--- config.mk ---
export PLATFORM = sky130hd
export DESIGN_NAME = phy_mem_arbiter_flat
export DESIGN_NICKNAME = d
export VERILOG_FILES = /design/src/rtl/phy_mem_arb_pkg.sv /design/src/rtl/phy_mem_arbiter_if.sv /design/src/rtl/rr_arbiter2.sv /design/src/rtl/phy_mem_arbiter.sv /design/src/flat_wrapper.sv
export SDC_FILE = /design/constraint.sdc
export NUM_CORES = 1
export LEC_CHECK = 0
export ABC_AREA = 1
export BUFFER_PORTS_ARGS = -buffer_cell sky130_fd_sc_hd__buf_2
export CAP_MARGIN = 0
export CORE_MARGIN = 1.5
export CORE_UTILIZATION = 31
export CTS_BUF_LIST = sky130_fd_sc_hd__clkbuf_4 sky130_fd_sc_hd__clkbuf_8
export CTS_CLUSTER_SIZE = 20
export DETAILED_ROUTE_END_ITERATION = 10
export SLEW_MARGIN = 20
export SYNTH_ARGS = -nofsm -noshare
export SYNTH_HDL_FRONTEND = slang
export SYNTH_SLANG_ARGS = --single-unit
--- constraint.sdc ---
create_clock -name clk50M -period 1.6 [get_ports clk50M]
set_input_delay 0.24 -clock clk50M [delete_from_list [all_inputs] [get_ports clk50M]]
set_output_delay 0.24 -clock clk50M [all_outputs]
set_load 0.01 [all_outputs]
--- src/rtl/phy_mem_arb_pkg.sv ---
// Shared types and constants for the two-master physical memory arbiter.
// Latency: n/a (declarations only).
// Backpressure: n/a (declarations only).
package phy_mem_arb_pkg;

    typedef enum logic [1:0] {
        ST_IDLE     = 2'd0,
        ST_RD       = 2'd1,
        ST_WR_PULSE = 2'd2,
        ST_WR_WAIT  = 2'd3
    } state_t;

    localparam logic M0 = 1'b0;
    localparam logic M1 = 1'b1;

    localparam int RD_SETTLE_DEF  = 1;
    localparam int WR_TIMEOUT_DEF = 15;

    // Wide enough for both the read settle count (max 7) and the write timeout (max 15).
    localparam int CNT_W = 4;

endpackage

--- src/rtl/phy_mem_arbiter_if.sv ---
// Bundles both master request/response channels and the memory controller port.
// Latency: n/a (wiring only).
// Backpressure: masters hold req/we/addr/wdata until their one-cycle ack.
interface phy_mem_arbiter_if;

    logic        m0_req;
    logic        m0_we;
    logic [31:0] m0_addr;
    logic [31:0] m0_wdata;
    logic [31:0] m0_rdata;
    logic        m0_ack;
    logic        m0_err;

    logic        m1_req;
    logic        m1_we;
    logic [31:0] m1_addr;
    logic [31:0] m1_wdata;
    logic [31:0] m1_rdata;
    logic        m1_ack;
    logic        m1_err;

    logic        mem_is_write;
    logic [31:0] mem_addr;
    logic [31:0] mem_data_in;
    logic [31:0] mem_data_out;
    logic        mem_busy;

    logic        grant_id;
    logic        arb_busy;

    // Environment side: the two masters plus the memory controller.
    modport master (
        output m0_req, m0_we, m0_addr, m0_wdata,
        output m1_req, m1_we, m1_addr, m1_wdata,
        output mem_data_out, mem_busy,
        input  m0_rdata, m0_ack, m0_err,
        input  m1_rdata, m1_ack, m1_err,
        input  mem_is_write, mem_addr, mem_data_in,
        input  grant_id, arb_busy
    );

    // Arbiter side.
    modport slave (
        input  m0_req, m0_we, m0_addr, m0_wdata,
        input  m1_req, m1_we, m1_addr, m1_wdata,
        input  mem_data_out, mem_busy,
        output m0_rdata, m0_ack, m0_err,
        output m1_rdata, m1_ack, m1_err,
        output mem_is_write, mem_addr, mem_data_in,
        output grant_id, arb_busy
    );

endinterface

--- src/rtl/rr_arbiter2.sv ---
// Picks one of two masters, skipping any master masked out this cycle.
// Latency: combinational, zero cycles.
// Backpressure: none; the caller consumes the grant only when it can start a transaction.
module rr_arbiter2
    import phy_mem_arb_pkg::*;
#(
    parameter int FIXED_PRIO = 0
) (
    input  logic [1:0] req,
    input  logic [1:0] mask,
    input  logic       last_grant,
    output logic [1:0] grant
);

    logic [1:0] elig;

    assign elig = req & ~mask;

    // One-hot grant: a lone eligible master wins outright; a tie goes to master 0
    // under fixed priority, otherwise to whichever master was not served last.
    always_comb begin
        grant = elig;
        if (elig == 2'b11) begin
            if ((FIXED_PRIO != 0) || (last_grant == M1)) begin
                grant = 2'b01;
            end else begin
                grant = 2'b10;
            end
        end
    end

endmodule

--- src/rtl/phy_mem_arbiter.sv ---
// Shares one physical memory controller port between two masters, one transaction at a time.
// Latency: read ack RD_SETTLE+1 cycles after accept; write ack >=4 cycles after accept, capped by WR_TIMEOUT.
// Backpressure: masters hold req until ack; mem_busy stretches writes, timeout acks with err=1.
module phy_mem_arbiter
    import phy_mem_arb_pkg::*;
#(
    parameter int RD_SETTLE  = RD_SETTLE_DEF,
    parameter int WR_TIMEOUT = WR_TIMEOUT_DEF,
    parameter int FIXED_PRIO = 0
) (
    input  logic             clk50M,
    input  logic             rst_n,
    phy_mem_arbiter_if.slave bus
);

    localparam logic [CNT_W-1:0] RD_LAST   = CNT_W'(RD_SETTLE);
    localparam logic [CNT_W-1:0] WR_LAST   = CNT_W'(WR_TIMEOUT);
    localparam logic [CNT_W-1:0] WR_FIRST2 = CNT_W'(2);

    state_t           state;
    logic [CNT_W-1:0] cnt;
    logic             last_grant;
    logic             grant_q;
    logic             mem_is_write_q;
    logic             arb_busy_q;
    logic [1:0]       ack_q;
    logic [1:0]       err_q;
    logic [31:0]      rdata0_q;
    logic [31:0]      rdata1_q;
    logic [31:0]      mem_addr_q;
    logic [31:0]      mem_data_q;

    logic [1:0]       req_vec;
    logic [1:0]       grant;
    logic             win_id;
    logic             win_we;
    logic [31:0]      win_addr;
    logic [31:0]      win_wdata;

    assign req_vec = {bus.m1_req, bus.m0_req};

    // A master being acked right now still shows its old req; masking it with the
    // registered ack keeps that stale request from being served twice.
    rr_arbiter2 #(
        .FIXED_PRIO (FIXED_PRIO)
    ) u_rr_arbiter2 (
        .req        (req_vec),
        .mask       (ack_q),
        .last_grant (last_grant),
        .grant      (grant)
    );

    assign win_id    = grant[M1];
    assign win_we    = win_id ? bus.m1_we    : bus.m0_we;
    assign win_addr  = win_id ? bus.m1_addr  : bus.m0_addr;
    assign win_wdata = win_id ? bus.m1_wdata : bus.m0_wdata;

    // Transaction sequencer: accept, run the read or write handshake, then ack the owner.
    always_ff @(posedge clk50M) begin
        if (!rst_n) begin
            state          <= ST_IDLE;
            cnt            <= '0;
            last_grant     <= M1;
            grant_q        <= M0;
            mem_is_write_q <= 1'b0;
            arb_busy_q     <= 1'b0;
            ack_q          <= 2'b00;
            err_q          <= 2'b00;
            rdata0_q       <= '0;
            rdata1_q       <= '0;
            mem_addr_q     <= '0;
            mem_data_q     <= '0;
        end else begin
            ack_q <= 2'b00;
            err_q <= 2'b00;
            case (state)
                ST_IDLE: begin
                    if (grant != 2'b00) begin
                        grant_q    <= win_id;
                        last_grant <= win_id;
                        mem_addr_q <= win_addr;
                        mem_data_q <= win_wdata;
                        arb_busy_q <= 1'b1;
                        cnt        <= CNT_W'(1);
                        if (win_we) begin
                            state          <= ST_WR_PULSE;
                            mem_is_write_q <= 1'b1;
                        end else begin
                            state <= ST_RD;
                        end
                    end
                end
                ST_RD: begin
                    if (cnt == RD_LAST) begin
                        if (grant_q == M1) begin
                            rdata1_q <= bus.mem_data_out;
                        end else begin
                            rdata0_q <= bus.mem_data_out;
                        end
                        ack_q[grant_q] <= 1'b1;
                        arb_busy_q     <= 1'b0;
                        state          <= ST_IDLE;
                    end else begin
                        cnt <= cnt + 1'b1;
                    end
                end
                ST_WR_PULSE: begin
                    mem_is_write_q <= 1'b0;
                    cnt            <= CNT_W'(1);
                    state          <= ST_WR_WAIT;
                end
                ST_WR_WAIT: begin
                    // The controller may not have raised busy yet in the first wait cycle,
                    // so idle-looking busy only counts from the second cycle on.
                    if ((cnt >= WR_FIRST2) && !bus.mem_busy) begin
                        ack_q[grant_q] <= 1'b1;
                        arb_busy_q     <= 1'b0;
                        state          <= ST_IDLE;
                    end else if (cnt == WR_LAST) begin
                        ack_q[grant_q] <= 1'b1;
                        err_q[grant_q] <= 1'b1;
                        arb_busy_q     <= 1'b0;
                        state          <= ST_IDLE;
                    end else begin
                        cnt <= cnt + 1'b1;
                    end
                end
                default: begin
                    state <= ST_IDLE;
                end
            endcase
        end
    end

    assign bus.m0_ack       = ack_q[0];
    assign bus.m1_ack       = ack_q[1];
    assign bus.m0_err       = err_q[0];
    assign bus.m1_err       = err_q[1];
    assign bus.m0_rdata     = rdata0_q;
    assign bus.m1_rdata     = rdata1_q;
    assign bus.mem_is_write = mem_is_write_q;
    assign bus.mem_addr     = mem_addr_q;
    assign bus.mem_data_in  = mem_data_q;
    assign bus.grant_id     = grant_q;
    assign bus.arb_busy     = arb_busy_q;

endmodule
--- src/flat_wrapper.sv ---
// flat-port wrapper written by rule: the top's interface ports become plain ports
module phy_mem_arbiter_flat import phy_mem_arb_pkg::*;
#(
    parameter int RD_SETTLE  = RD_SETTLE_DEF,
    parameter int WR_TIMEOUT = WR_TIMEOUT_DEF,
    parameter int FIXED_PRIO = 0
)
  (clk50M, rst_n, bus_m0_req, bus_m0_we, bus_m0_addr, bus_m0_wdata, bus_m1_req, bus_m1_we, bus_m1_addr, bus_m1_wdata, bus_mem_data_out, bus_mem_busy, bus_m0_rdata, bus_m0_ack, bus_m0_err, bus_m1_rdata, bus_m1_ack, bus_m1_err, bus_mem_is_write, bus_mem_addr, bus_mem_data_in, bus_grant_id, bus_arb_busy);
  phy_mem_arbiter_if bus_i ();
  input  logic clk50M;
  input  logic rst_n;
  input wire logic [$bits(bus_i.m0_req)-1:0] bus_m0_req;
  input wire logic [$bits(bus_i.m0_we)-1:0] bus_m0_we;
  input wire logic [$bits(bus_i.m0_addr)-1:0] bus_m0_addr;
  input wire logic [$bits(bus_i.m0_wdata)-1:0] bus_m0_wdata;
  input wire logic [$bits(bus_i.m1_req)-1:0] bus_m1_req;
  input wire logic [$bits(bus_i.m1_we)-1:0] bus_m1_we;
  input wire logic [$bits(bus_i.m1_addr)-1:0] bus_m1_addr;
  input wire logic [$bits(bus_i.m1_wdata)-1:0] bus_m1_wdata;
  input wire logic [$bits(bus_i.mem_data_out)-1:0] bus_mem_data_out;
  input wire logic [$bits(bus_i.mem_busy)-1:0] bus_mem_busy;
  output wire logic [$bits(bus_i.m0_rdata)-1:0] bus_m0_rdata;
  output wire logic [$bits(bus_i.m0_ack)-1:0] bus_m0_ack;
  output wire logic [$bits(bus_i.m0_err)-1:0] bus_m0_err;
  output wire logic [$bits(bus_i.m1_rdata)-1:0] bus_m1_rdata;
  output wire logic [$bits(bus_i.m1_ack)-1:0] bus_m1_ack;
  output wire logic [$bits(bus_i.m1_err)-1:0] bus_m1_err;
  output wire logic [$bits(bus_i.mem_is_write)-1:0] bus_mem_is_write;
  output wire logic [$bits(bus_i.mem_addr)-1:0] bus_mem_addr;
  output wire logic [$bits(bus_i.mem_data_in)-1:0] bus_mem_data_in;
  output wire logic [$bits(bus_i.grant_id)-1:0] bus_grant_id;
  output wire logic [$bits(bus_i.arb_busy)-1:0] bus_arb_busy;
  assign bus_i.m0_req = bus_m0_req;
  assign bus_i.m0_we = bus_m0_we;
  assign bus_i.m0_addr = bus_m0_addr;
  assign bus_i.m0_wdata = bus_m0_wdata;
  assign bus_i.m1_req = bus_m1_req;
  assign bus_i.m1_we = bus_m1_we;
  assign bus_i.m1_addr = bus_m1_addr;
  assign bus_i.m1_wdata = bus_m1_wdata;
  assign bus_i.mem_data_out = bus_mem_data_out;
  assign bus_i.mem_busy = bus_mem_busy;
  assign bus_m0_rdata = bus_i.m0_rdata;
  assign bus_m0_ack = bus_i.m0_ack;
  assign bus_m0_err = bus_i.m0_err;
  assign bus_m1_rdata = bus_i.m1_rdata;
  assign bus_m1_ack = bus_i.m1_ack;
  assign bus_m1_err = bus_i.m1_err;
  assign bus_mem_is_write = bus_i.mem_is_write;
  assign bus_mem_addr = bus_i.mem_addr;
  assign bus_mem_data_in = bus_i.mem_data_in;
  assign bus_grant_id = bus_i.grant_id;
  assign bus_arb_busy = bus_i.arb_busy;
  phy_mem_arbiter #(.RD_SETTLE(RD_SETTLE), .WR_TIMEOUT(WR_TIMEOUT), .FIXED_PRIO(FIXED_PRIO)) u_core (.clk50M(clk50M), .rst_n(rst_n), .bus(bus_i));
endmodule
==> summary.md <==
The flow ran to the end, and the final reports show no timing, DRC or antenna violations. The top cell type's share of synthesized area is 47.5%. Counting flops and latches in the post-synthesis netlist gives 142. The average via count per standard cell was 4.49; the internal portion of total power was 6.30 mW. The most used flip-flop cell after synthesis is sky130_fd_sc_hd__dfxtp_1.

At the worst endpoint, the required time is 1.94 ns. First-pass GRT wire length: 29.2 mm. The share of total power dissipated in the clock network is 27.7%. The area inside the core boundary was 18,800 µm²; the post-synth design cell area was 5990 µm². The worst voltage drop across the vdd grid was 0.500 mV.

TritonCTS built the clock tree. The clock insertion delay at the later pin of the skew report was 0.45 ns; the number of flops mapped to enable cells by yosys was 0. The largest individual stage delay along the critical path comes from the cell sky130_fd_sc_hd__dfxtp_1. Counting instances, the worst hold path has a depth of 3. The count of unique library cells instantiated by Yosys was 22; the transition time at the pin with the least slew margin was 0.369 ns.

After legalization and detailed placement, the total HPWL measured 13.8 mm. The height of the die was 142 µm. Across all layers, the routed design uses 6,221 vias.

The number of nets with antenna violations after routing was 0; the number of detailed-route iterations in the first pass was 4. In this run the register-to-register setup slack is 0.11 ns. Port buffering added 301 buffers. For the initial cell density of the core, the log shows 31.8%. In the synthesized netlist the async set-or-reset flop fraction comes to 0%.

The arithmetic-cell share of the synthesized area counting full adders, half adders and majority gates came out at 0.627%. In this run the count of I/O pins placed on the die edge is 302. The endpoint identified for the worst register-to-register timing path is u_core.bus.mem_addr[22]. Dividing the detail-routed wire length by the instance count gives 13.9 µm.

Summing all placed instances gives a cell area of 7780 µm². For the sum of internal, switching and leakage power, the log shows 9.62 mW. The floorplan has 50 rows. Average cell area after synthesis: 7.36 µm².

Of all nets on the critical path, the largest fanout is 32. The global-route congestion overflow total was 0. In the final layout, the multi-input gates occupy 2500 µm². Clock tree root buffer cell: sky130_fd_sc_hd__clkbuf_8.

The power per cell area came out at 1160 nW/µm². The net count of the finished layout is 1,280. Summing the areas of all compound-gate instances in the mapped netlist gives 14.4% of the synthesized area. From synthesis to final layout, the design area changed by 38.7%.

At the worst endpoint, the arrival time is 1.83 ns. The fmax is 0.673 GHz, and the sum of routed wire length over all layers is 19.2 mm. The run gives 1 as the number of antenna violations at the first check in global routing. Final instance area: 8300 µm². After synthesis, the cell types taking the most area are sky130_fd_sc_hd__dfxtp_1 47%, sky130_fd_sc_hd__nand2_1 10%, sky130_fd_sc_hd__nor2_1 8.5%. The most used standard cell by instance count after synthesis was sky130_fd_sc_hd__nand2_1. The max-capacitance violation count came out at 0. STA classifies the critical path startpoint as a register. The worst path meets setup with 0.115 ns of slack.

After Yosys synthesis, XOR and XNOR cells account for 0% of the synthesized area. CTS built an H-tree with a depth of 4. The number of cells on the worst reg-to-reg path is 7. The sequential group share of total power came out at 44.1%.

The tools report the area enclosed by the die boundary as 20,200 µm². The commonest cells after synthesis are 160 x sky130_fd_sc_hd__nand2_1, 142 x sky130_fd_sc_hd__dfxtp_1, 135 x sky130_fd_sc_hd__nor2_1. Entering global routing, the biggest net connects 64 pins. Setup violations remaining at the end of the flow were counted as 0.

The via count of the first global-routing pass was 5,596; the net switching power of the design was 3.32 mW. The run gives 983 as the number of nets produced by synthesis. The final weighted congestion in routability-driven placement is 0.779. The critical path in this run is classified as register to register.

For hold timing, the worst endpoint is u_core.bus.m1_rdata[22]. After synthesis, the largest family of logic cells by area is simple AND/OR/NAND/NOR gates. The startpoint identified for the worst register-to-register timing path is u_core.state[1].

The standby leakage power is 4.50 nW. The signal on the critical path passes through nor2_2, a21boi_4, buf_12, buf_16, nand3_1, o211ai_1, inv_1. Combinational cells account for 28.2% of the total power. The clock slew seen by the registers of the worst setup and hold paths came out at 0.09 ns. Sequential elements use 47.5% of the synthesized area. The mux contribution to synthesized area was 0%; the number of warning messages in the yosys log was 0. The count of unresolved DRC violations after routing is 0. The switching power share of the total is 34.5%, and the worst relative slew slack is 75.4%. The tools report the critical hold path startpoint as bus_mem_data_out[22]. Buffers inserted during clock tree synthesis total 17. The floorplan step set the die width to 142 µm.

The tools report the kind of end point of the critical path as a register. The clock arrives with 0.0156 ns of skew. The buffers inserted during post-CTS setup optimization was 0. Global routing used 18.3% of the available tracks.

In this run, the number of DRC markers left after iteration 0 of detailed routing was 272. For the final number of hold-violating endpoints, the log shows 0. The worst hold path belongs to the class input port to register. The worst slack after detailed placement was -0.000501 ns; the layout cell share with drive strength beyond 1 was 38.7%. The area share of and/or/nand/nor cells after synthesis is 26.4%. The layout has 1,923 filler cells.

The tree built by TritonCTS fans out to 142 sinks. Dividing the final minimum period by the clock period gives 92.8%. Area used by sequential logic in the layout: 2840 µm². The clock passes through at most 2 buffers.

Time the final worst path needs with I/O delays and setup: 1.49 ns. The highest cell delay on the worst timing path came out at 0.38 ns. Synthesis handed over a netlist of 813 instances. The cell type contributing the most total cell area after synthesis is sky130_fd_sc_hd__dfxtp_1. The tools report the number of max-slew violations in the final report as 0.
[cell families after synthesis]
logic type / Yosys count
compound gates: 139
fa+ha+maj: 3
buf+inv: 146
flops: 142
simple gates: 383
[sequential cells by signal, summed over array words and instances (netlist names), 2 cells and up]
name and count:
u_core.bus.m0_rdata 32, u_core.bus.m1_rdata 32, u_core.bus.mem_addr 32, u_core.bus.mem_data_in 32
u_core.cnt 4, u_core.ack_q 2, u_core.err_q 2, u_core.state 2
[critical path, delay by kind of cell, from the launching register on]
| family | cells | cell delay (ns) |
|---|---|---|
| AOI/OAI and AO/OA | 2 | 0.31 |
| DFF | 1 | 0.38 |
| and+or+nand+nor | 2 | 0.29 |
| buffers and inverters | 3 | 0.40 |
[through the flow]
step	util (%)	cells	setup TNS, ns	hold slack (ns)
after floorplan	-	813	0	0.375
after global placement	41.3	1342	0	0.440
after detailed placement	41.3	1342	-0.000501	0.446
after CTS	43.7	1382	0	0.000588
after global routing	44.1	1383	-0.000744	0.00105
final	44.1	1384	0	0.0305
[cell type report]
cell class,count,area share [%]
Antenna cell,1,0.0301
Timing Repair Buffer,333,23.2
Tap cell,260,3.92
Multi-Input combinational cell,525,30.1
Inverter,91,4.17
Clock buffer,19,3.07
Sequential cell,142,34.3
Clock inverter,13,1.28
[per-layer routing]
metal | track usage [%] | up-vias | part of all wire (%)
met5 | 0 | - | 0
met4 | 6.19 | 0 | 1.3
met3 | 6.53 | 15 | 8.9
met2 | 30.1 | 235 | 46
met1 | 22.2 | 2754 | 44
li1 | - | 3217 | -
[what timing repair did]
action / 4_1_cts / 5_1_grt
cloned: 0 / 1
resized for setup: 2 / 11
hold buffers: 8 / 0
setup endpoints to repair: 34 / 71
endpoints found under the hold margin: 10 / 0
[placed cells by master (no fill, tap or decap), types with 8 or more instances in the layout]
cell,synthesis,final
sky130_fd_sc_hd__nand2_1,160,158
sky130_fd_sc_hd__buf_4,17,13
sky130_fd_sc_hd__nand3_1,78,78
sky130_fd_sc_hd__nor2_1,135,135
sky130_fd_sc_hd__dfxtp_1,142,141
sky130_fd_sc_hd__inv_1,24,24
sky130_fd_sc_hd__buf_2,19,300
sky130_fd_sc_hd__inv_2,66,64
sky130_fd_sc_hd__dlygate4sd3_1,0,8
sky130_fd_sc_hd__a21oi_1,9,9
sky130_fd_sc_hd__o211ai_1,64,64
sky130_fd_sc_hd__o21ai_1,65,65
sky130_fd_sc_hd__clkbuf_8,0,18
[power groups by stage]
stage	clock network, mW	registers [mW]	logic [mW]
3_3_place_gp	0	4.31	2.63
5_1_grt	2.91	4.30	2.99
4_1_cts	2.75	4.25	2.66
6_report	2.67	4.24	2.71
3_5_place_dp	0	4.32	2.63
2_1_floorplan	0	4.53	1.34
[worst max-delay path by stage]
stage                          from                   endpoint  slack (ns)  cells after the start
global route        u_core.state[1]  u_core.bus.mem_data_in[5]     -0.0007                      7
floorplan             u_core.cnt[0]    u_core.bus.m1_rdata[10]        0.26                      9
global placement      u_core.cnt[1]    u_core.bus.m0_rdata[27]        0.06                      9
CTS                   u_core.cnt[0]    u_core.bus.m0_rdata[26]        0.01                      8
detailed placement    u_core.cnt[1]    u_core.bus.m1_rdata[21]     -0.0005                      9
finish              u_core.state[1]    u_core.bus.mem_addr[22]        0.11                      7
No activity file was read; power rests on OpenSTA's default activity.
